## src/rtl/ball_pkg.sv

```systemverilog
// ============================================================================
// Module      : ball_pkg
// Description : Shared widths, FSM state type and geometry helper for the
//               ball motion generator.
// Revision    : 1.0 - initial release
// ============================================================================
`default_nettype none

package ball_pkg;

    localparam int POS_W    = 12;
    localparam int STEP_W   = 4;
    localparam int STEP_MAX = 15;

    typedef enum logic [1:0] {
        IDLE  = 2'd0,
        MOVE  = 2'd1,
        PAUSE = 2'd2
    } state_t;

    // Largest legal top-left coordinate so the ball stays fully inside the field.
    function automatic int max_pos(input int res, input int size);
        return res - size;
    endfunction

endpackage

`default_nettype wire

```

## src/rtl/ball_axis.sv

```systemverilog
// ============================================================================
// Module      : ball_axis
// Description : One axis of ball motion: position, direction, latched step,
//               clamp-and-reflect at both edges with one-cycle hit pulses.
//               Optional BALL_SPEEDUP_EN adds +1 step (saturating) per hit.
// Revision    : 1.0 - initial release
// ============================================================================
`default_nettype none

module ball_axis
    import ball_pkg::*;
#(
    parameter int RES       = 1024,
    parameter int BALL_SIZE = 16,
    parameter int START     = 504
) (
    input  logic              clk,
    input  logic              rst,
    input  logic              i_move,
    input  logic              i_load,
    input  logic              i_recentre,
    input  logic [STEP_W-1:0] i_step,
    input  logic              i_dir,
    output logic [POS_W-1:0]  o_pos,
    output logic              o_lo_hit,
    output logic              o_hi_hit
);

    localparam logic [POS_W:0]   c_MAX   = (POS_W+1)'(max_pos(RES, BALL_SIZE));
    localparam logic [POS_W-1:0] c_START = POS_W'(START);

    logic [POS_W-1:0]  r_pos;
    logic              r_dir;
    logic [STEP_W-1:0] r_step;
    logic              r_lo_hit;
    logic              r_hi_hit;

    logic [POS_W:0] w_pos_ext;
    logic [POS_W:0] w_step_ext;
    logic [POS_W:0] w_nxt_up;

    assign w_pos_ext  = {1'b0, r_pos};
    assign w_step_ext = {{(POS_W-STEP_W+1){1'b0}}, r_step};
    assign w_nxt_up   = w_pos_ext + w_step_ext;

`ifdef BALL_SPEEDUP_EN
    logic [STEP_W-1:0] w_step_inc;
    assign w_step_inc = (r_step == STEP_W'(STEP_MAX)) ? r_step : r_step + 1'b1;
`endif

    always_ff @(posedge clk) begin
        if (rst) begin
            r_pos    <= c_START;
            r_dir    <= 1'b1;
            r_step   <= '0;
            r_lo_hit <= 1'b0;
            r_hi_hit <= 1'b0;
        end else begin
            r_lo_hit <= 1'b0;
            r_hi_hit <= 1'b0;
            if (i_recentre) begin
                r_pos <= c_START;
            end else if (i_load) begin
                r_step <= i_step;
                r_dir  <= i_dir;
            end else if (i_move && (r_step != '0)) begin
                // A zero step never hits, even when already sitting on an edge.
                if (r_dir) begin
                    if (w_nxt_up >= c_MAX) begin
                        r_pos    <= c_MAX[POS_W-1:0];
                        r_dir    <= 1'b0;
                        r_hi_hit <= 1'b1;
`ifdef BALL_SPEEDUP_EN
                        r_step   <= w_step_inc;
`endif
                    end else begin
                        r_pos <= w_nxt_up[POS_W-1:0];
                    end
                end else begin
                    if (w_pos_ext <= w_step_ext) begin
                        r_pos    <= '0;
                        r_dir    <= 1'b1;
                        r_lo_hit <= 1'b1;
`ifdef BALL_SPEEDUP_EN
                        r_step   <= w_step_inc;
`endif
                    end else begin
                        r_pos <= r_pos - POS_W'(r_step);
                    end
                end
            end
        end
    end

    assign o_pos    = r_pos;
    assign o_lo_hit = r_lo_hit;
    assign o_hi_hit = r_hi_hit;

endmodule

`default_nettype wire

```

## src/rtl/ball_motion_2d.sv

```systemverilog
// ============================================================================
// Module      : ball_motion_2d
// Description : Two-axis bouncing ball generator with serve/stop/pause FSM and
//               programmable tick rate. Optional macro: BALL_SPEEDUP_EN.
// Revision    : 1.0 - initial release
// ============================================================================
`default_nettype none

module ball_motion_2d
    import ball_pkg::*;
#(
    parameter int H_RES     = 1024,
    parameter int V_RES     = 768,
    parameter int BALL_SIZE = 16,
    parameter int TICK_DIV  = 1_000_000,
    parameter int X_START   = 504,
    parameter int Y_START   = 376
) (
    input  logic              pclk,
    input  logic              reset,
    input  logic              serve,
    input  logic              stop,
    input  logic              pause,
    input  logic [STEP_W-1:0] step_x,
    input  logic [STEP_W-1:0] step_y,
    input  logic              dir_x,
    input  logic              dir_y,
    output logic [POS_W-1:0]  x_pos,
    output logic [POS_W-1:0]  y_pos,
    output logic              moving,
    output logic              hit_left,
    output logic              hit_right,
    output logic              hit_top,
    output logic              hit_bottom
);

    localparam int                c_CNT_W  = $clog2(TICK_DIV);
    localparam logic [c_CNT_W-1:0] c_RELOAD = c_CNT_W'(TICK_DIV - 1);

    state_t             r_state;
    logic [c_CNT_W-1:0] r_cnt;
    logic               r_moving;

    logic w_rst;
    logic w_move;
    logic w_load;

    assign w_rst  = ~reset;
    assign w_move = reset && !stop && (r_state == MOVE) && !pause && (r_cnt == '0);
    assign w_load = reset && !stop && (r_state == IDLE) && serve;

    always_ff @(posedge pclk) begin
        if (!reset) begin
            r_state  <= IDLE;
            r_cnt    <= c_RELOAD;
            r_moving <= 1'b0;
        end else if (stop) begin
            r_state  <= IDLE;
            r_cnt    <= c_RELOAD;
            r_moving <= 1'b0;
        end else begin
            case (r_state)
                IDLE: begin
                    if (serve) begin
                        r_state  <= MOVE;
                        r_cnt    <= c_RELOAD;
                        r_moving <= 1'b1;
                    end
                end
                MOVE: begin
                    // Pausing freezes the residual count so the tick phase resumes intact.
                    if (pause) begin
                        r_state  <= PAUSE;
                        r_moving <= 1'b0;
                    end else if (r_cnt == '0) begin
                        r_cnt <= c_RELOAD;
                    end else begin
                        r_cnt <= r_cnt - 1'b1;
                    end
                end
                PAUSE: begin
                    if (!pause) begin
                        r_state  <= MOVE;
                        r_moving <= 1'b1;
                    end
                end
                default: begin
                    r_state  <= IDLE;
                    r_cnt    <= c_RELOAD;
                    r_moving <= 1'b0;
                end
            endcase
        end
    end

    assign moving = r_moving;

    ball_axis #(
        .RES       (H_RES),
        .BALL_SIZE (BALL_SIZE),
        .START     (X_START)
    ) u_axis_x (
        .clk        (pclk),
        .rst        (w_rst),
        .i_move     (w_move),
        .i_load     (w_load),
        .i_recentre (stop),
        .i_step     (step_x),
        .i_dir      (dir_x),
        .o_pos      (x_pos),
        .o_lo_hit   (hit_left),
        .o_hi_hit   (hit_right)
    );

    ball_axis #(
        .RES       (V_RES),
        .BALL_SIZE (BALL_SIZE),
        .START     (Y_START)
    ) u_axis_y (
        .clk        (pclk),
        .rst        (w_rst),
        .i_move     (w_move),
        .i_load     (w_load),
        .i_recentre (stop),
        .i_step     (step_y),
        .i_dir      (dir_y),
        .o_pos      (y_pos),
        .o_lo_hit   (hit_top),
        .o_hi_hit   (hit_bottom)
    );

endmodule

`default_nettype wire

```

## config.mk

```make
export PLATFORM = sky130hd
export DESIGN_NAME = ball_motion_2d
export DESIGN_NICKNAME = d
export VERILOG_FILES = /design/src/rtl/ball_pkg.sv /design/src/rtl/ball_axis.sv /design/src/rtl/ball_motion_2d.sv
export SDC_FILE = /design/constraint.sdc
export NUM_CORES = 1
export LEC_CHECK = 0
export ABC_CLOCK_PERIOD_IN_PS = 3300
export BUFFER_PORTS_ARGS = -buffer_cell sky130_fd_sc_hd__buf_2
export CORE_MARGIN = 4
export CORE_UTILIZATION = 61
export CTS_BUF_LIST = sky130_fd_sc_hd__clkbuf_8
export DETAILED_ROUTE_END_ITERATION = 8
export PLACE_DENSITY_LB_ADDON = 0.2
export SYNTH_ARGS = -nofsm -noshare
export SYNTH_HDL_FRONTEND = slang
export SYNTH_SLANG_ARGS = --single-unit
```

## constraint.sdc

```tcl
create_clock -name pclk -period 3.3 [get_ports pclk]
set_input_delay 0.66 -clock pclk [delete_from_list [all_inputs] [get_ports pclk]]
set_output_delay 0.66 -clock pclk [all_outputs]
set_load 0.01 [all_outputs]
```

==> impl_metrics.py <==
metrics = {
    "routing": {
        "via_per_inst": 6.136,
        "firstDrtPassIters": 5,
        "drc_errors": 0,
        "ant_nets": 0,
        "num_vias": 3927,
        "postRouteWirelength_mm": 10.48,
        "wl_per_cell_um": 16.38,
        "first_iter_violations": 246,
    },
    "yosys": {
        "synth_nets": 556,
        "synth_area_um2": 4051,
        "ys_seq_area_frac": 0.2965,
        "muxShareOfSynthArea": 0.009883,
        "syn_inst": 519,
        "yosys.area_share.simple": 0.2761,
        "synth_edf_count": 0,
        "synth_ff_type": "dfxtp_1",
        "synthXorXnorAreaFrac": 0.07999,
        "synth.avg_cell_area_um2": 7.806,
        "synth_compound_area_frac": 0.2075,
        "ys_seq_elements": 60,
        "synth_top_area_share": 0.2965,
        "synthAdderAreaFrac": 0.07536,
        "yosysTopAreaCell": "dfxtp_1",
        "yosys_warnings": 0,
        "synthTopCellsByCount": "dfxtp_1, nand2_1, nor2_1",
        "async_reset_ff_frac": 0,
        "synth.distinct_cells": 69,
        "synth_top_family_by_area": "simple AND/OR/NAND/NOR gates",
        "synth.area.top_cells": "dfxtp_1, ha_1, xnor2_1",
        "yosysMostFrequentCell": "dfxtp_1",
    },
    "flow_run": {
        "maxCapViolCount": 0,
    },
    "sta": {
        "finClkSkew_ns": 0.01302,
        "tns_ns": 0,
        "worstMarginPinSlew_ns": 0.8409,
        "fin_crit_ns": 3.004,
        "hold_viol_final": 0,
        "fmax_ghz": 0.3329,
        "finalMaxSlewViolations": 0,
        "fin_crit_sh": 0.9102,
        "setup_violations": 0,
        "rsz0062_at_grt": "no",
        "slew_headroom": 0.4360,
    },
    "clock_tree": {
        "cts_hold_buf": 0,
        "clkTransAtPathRegs_ns": 0.07,
        "htree_levels": 3,
        "cts_buffers": 9,
        "postCtsSetupBuffers": 0,
        "cts.repair.resized": 0,
        "cts.sinks": 60,
        "clock_latency_ns": 0.35,
        "root_buffer": "clkbuf_8",
        "cts_tree": "built",
        "cts_buffer_depth": 2,
    },
    "pwr": {
        "leakagePower_nw": 1.752,
        "p_per_area_nw_per_um2": 386.3,
        "peakVddDrop_v": 0.0004364,
        "report.power.total_w": 0.001780,
    },
    "cells_and_area": {
        "fin_nets": 595,
        "syn2layout_area_growth_pct": 13.74,
        "finalNonFillerCells": 640,
        "drive_above_1_share": 0.1545,
        "insertedDiodeCount": 0,
    },
    "global_route": {
        "track_usage": 0.2764,
        "overflow": 0,
        "grt_pass1_vias": 3580,
        "grt_max_degree": 20,
        "antenna_found_initial": 0,
        "grt_pass1_wl_mm": 17.16,
    },
    "worst_setup_path": {
        "critical_path_class": "register to register",
        "end_kind": "register",
        "start_kind": "register",
        "worstPathArrival_ns": 3.24,
        "crit_fanout": 5,
        "worstReg2RegStart": "u_axis_y.r_step[0]",
        "cp.required_ns": 3.53,
        "cp-startpoint": "u_axis_y.r_step[0]",
    },
    "placed_design": {
        "portBuffers": 43,
        "dpl.hpwl_mm": 7.483,
        "gp_congestion": 0.9865,
        "dp.cells": 624,
    },
    "die": {
        "die_x_um": 89.50,
        "initial_core_util": 0.6344,
        "std_cell_rows": 29,
        "die_h_um": 89.50,
        "core_area_um2": 6386,
        "pin_count": 44,
        "die_area_um2": 8009,
    },
    "outcome": {
        "outcome": "finished, final reports clean",
    },
    "min_path": {
        "min_path_type": "register to register",
        "min_from": "u_axis_x.o_pos[0]",
    },
}
-- layout make-up --
cell class,count,area [µm²]
Multi-Input combinational cell,403,2639
Fill cell,503,1778
Sequential cell,60,1201
Timing Repair Buffer,53,290.3
Clock buffer,10,137.6
Clock inverter,6,127.6
Inverter,31,116.4
Tap cell,77,96.34
-- power breakdown --
group | internal (W) | switching (W)
registers | 0.000731 | 0.0000118
clock network | 0.000594 | 0.000300
logic | 0.0000544 | 0.0000885
-- kinds of logic (layout without fill, tap and decap cells) --
kind of cell / count (synthesis) / after routing
muxes: 4 / 4
AOI/OAI and AO/OA: 122 / 122
adders and majority gates: 22 / 22
buffers and inverters: 56 / 100
and+or+nand+nor: 218 / 218
DFF: 60 / 60
xor gates and xnor gates: 37 / 37
-- sequential cells by signal, summed over array words and instances, names as in the netlist, 2 cells and up --
signal and cells:
u_axis_y.r_step 4, u_axis_x.r_step 4, r_cnt 20, u_axis_y.o_pos 12
r_state 2, u_axis_x.o_pos 12
-- critical path, cell delays in order, from the launching register on --
cell,delay [ns]
dfxtp_1,0.40
ha_1,0.20
inv_1,0.05
fa_1,0.39
o21ba_2,0.21
o21bai_1,0.20
nand3_1,0.11
o41a_1,0.44
nand2b_4,0.18
nor2_1,0.30
a32oi_1,0.16
o221a_2,0.26
-- path summary, 6_finish.rpt --
check                           slack, ns  cells past startpoint                 to
worst max-delay path                 0.30                     11  u_axis_y.o_pos[7]
worst min-delay path                 0.50                      2  u_axis_x.o_pos[0]
worst max register to register       0.30                     11  u_axis_y.o_pos[7]
worst min register to register       0.50                      2  u_axis_x.o_pos[0]
-- cell usage in the layout, fill, tap and decap left out, drive strengths merged, types with 3 or more instances in the layout --
cell type	count
a21oi	28
xnor2	25
nand4	9
o21a	4
nand2b	7
ha	18
and4	3
or3	4
o21ai	34
buf	53
o221ai	3
fa	4
or2	5
mux2i	4
clkbuf	10
dfxtp	60
a21o	4
nor2b	6
nor3	27
nor4	9
o21bai	4
a32oi	3
a31oi	3
bufinv	4
o31ai	4
and3	4
nand2	58
nand3	14
a211oi	6
inv	33
xor2	12
nor2	54
a211o	3
o211ai	5
and2	7
or4	5
a221oi	3
-- layer usage --
layer	share of wire	routed length, µm	track usage	up-vias
li1	-	-	-	1918
met1	0.45	4693	0.3741	1806
met2	0.45	4740	0.4360	179
met3	0.081	845	0.06452	24
met4	0.019	201	0.08796	0
met5	0	0	0	-
-- metrics by stage --
step                cell area (µm²)  hold slack [ns]  worst slack [ns]    util
finish                         4608           0.4977            0.2965  0.7216
global placement               4338           0.4722            0.4652  0.6793
CTS                            4603           0.4930            0.2630  0.7208
global route                   4608           0.5105            0.1060  0.7216
detailed placement             4338           0.4830            0.2976  0.6793
floorplan                      4051           0.4653            0.3978       -
Note: power is estimated with default switching activity, not from simulation.
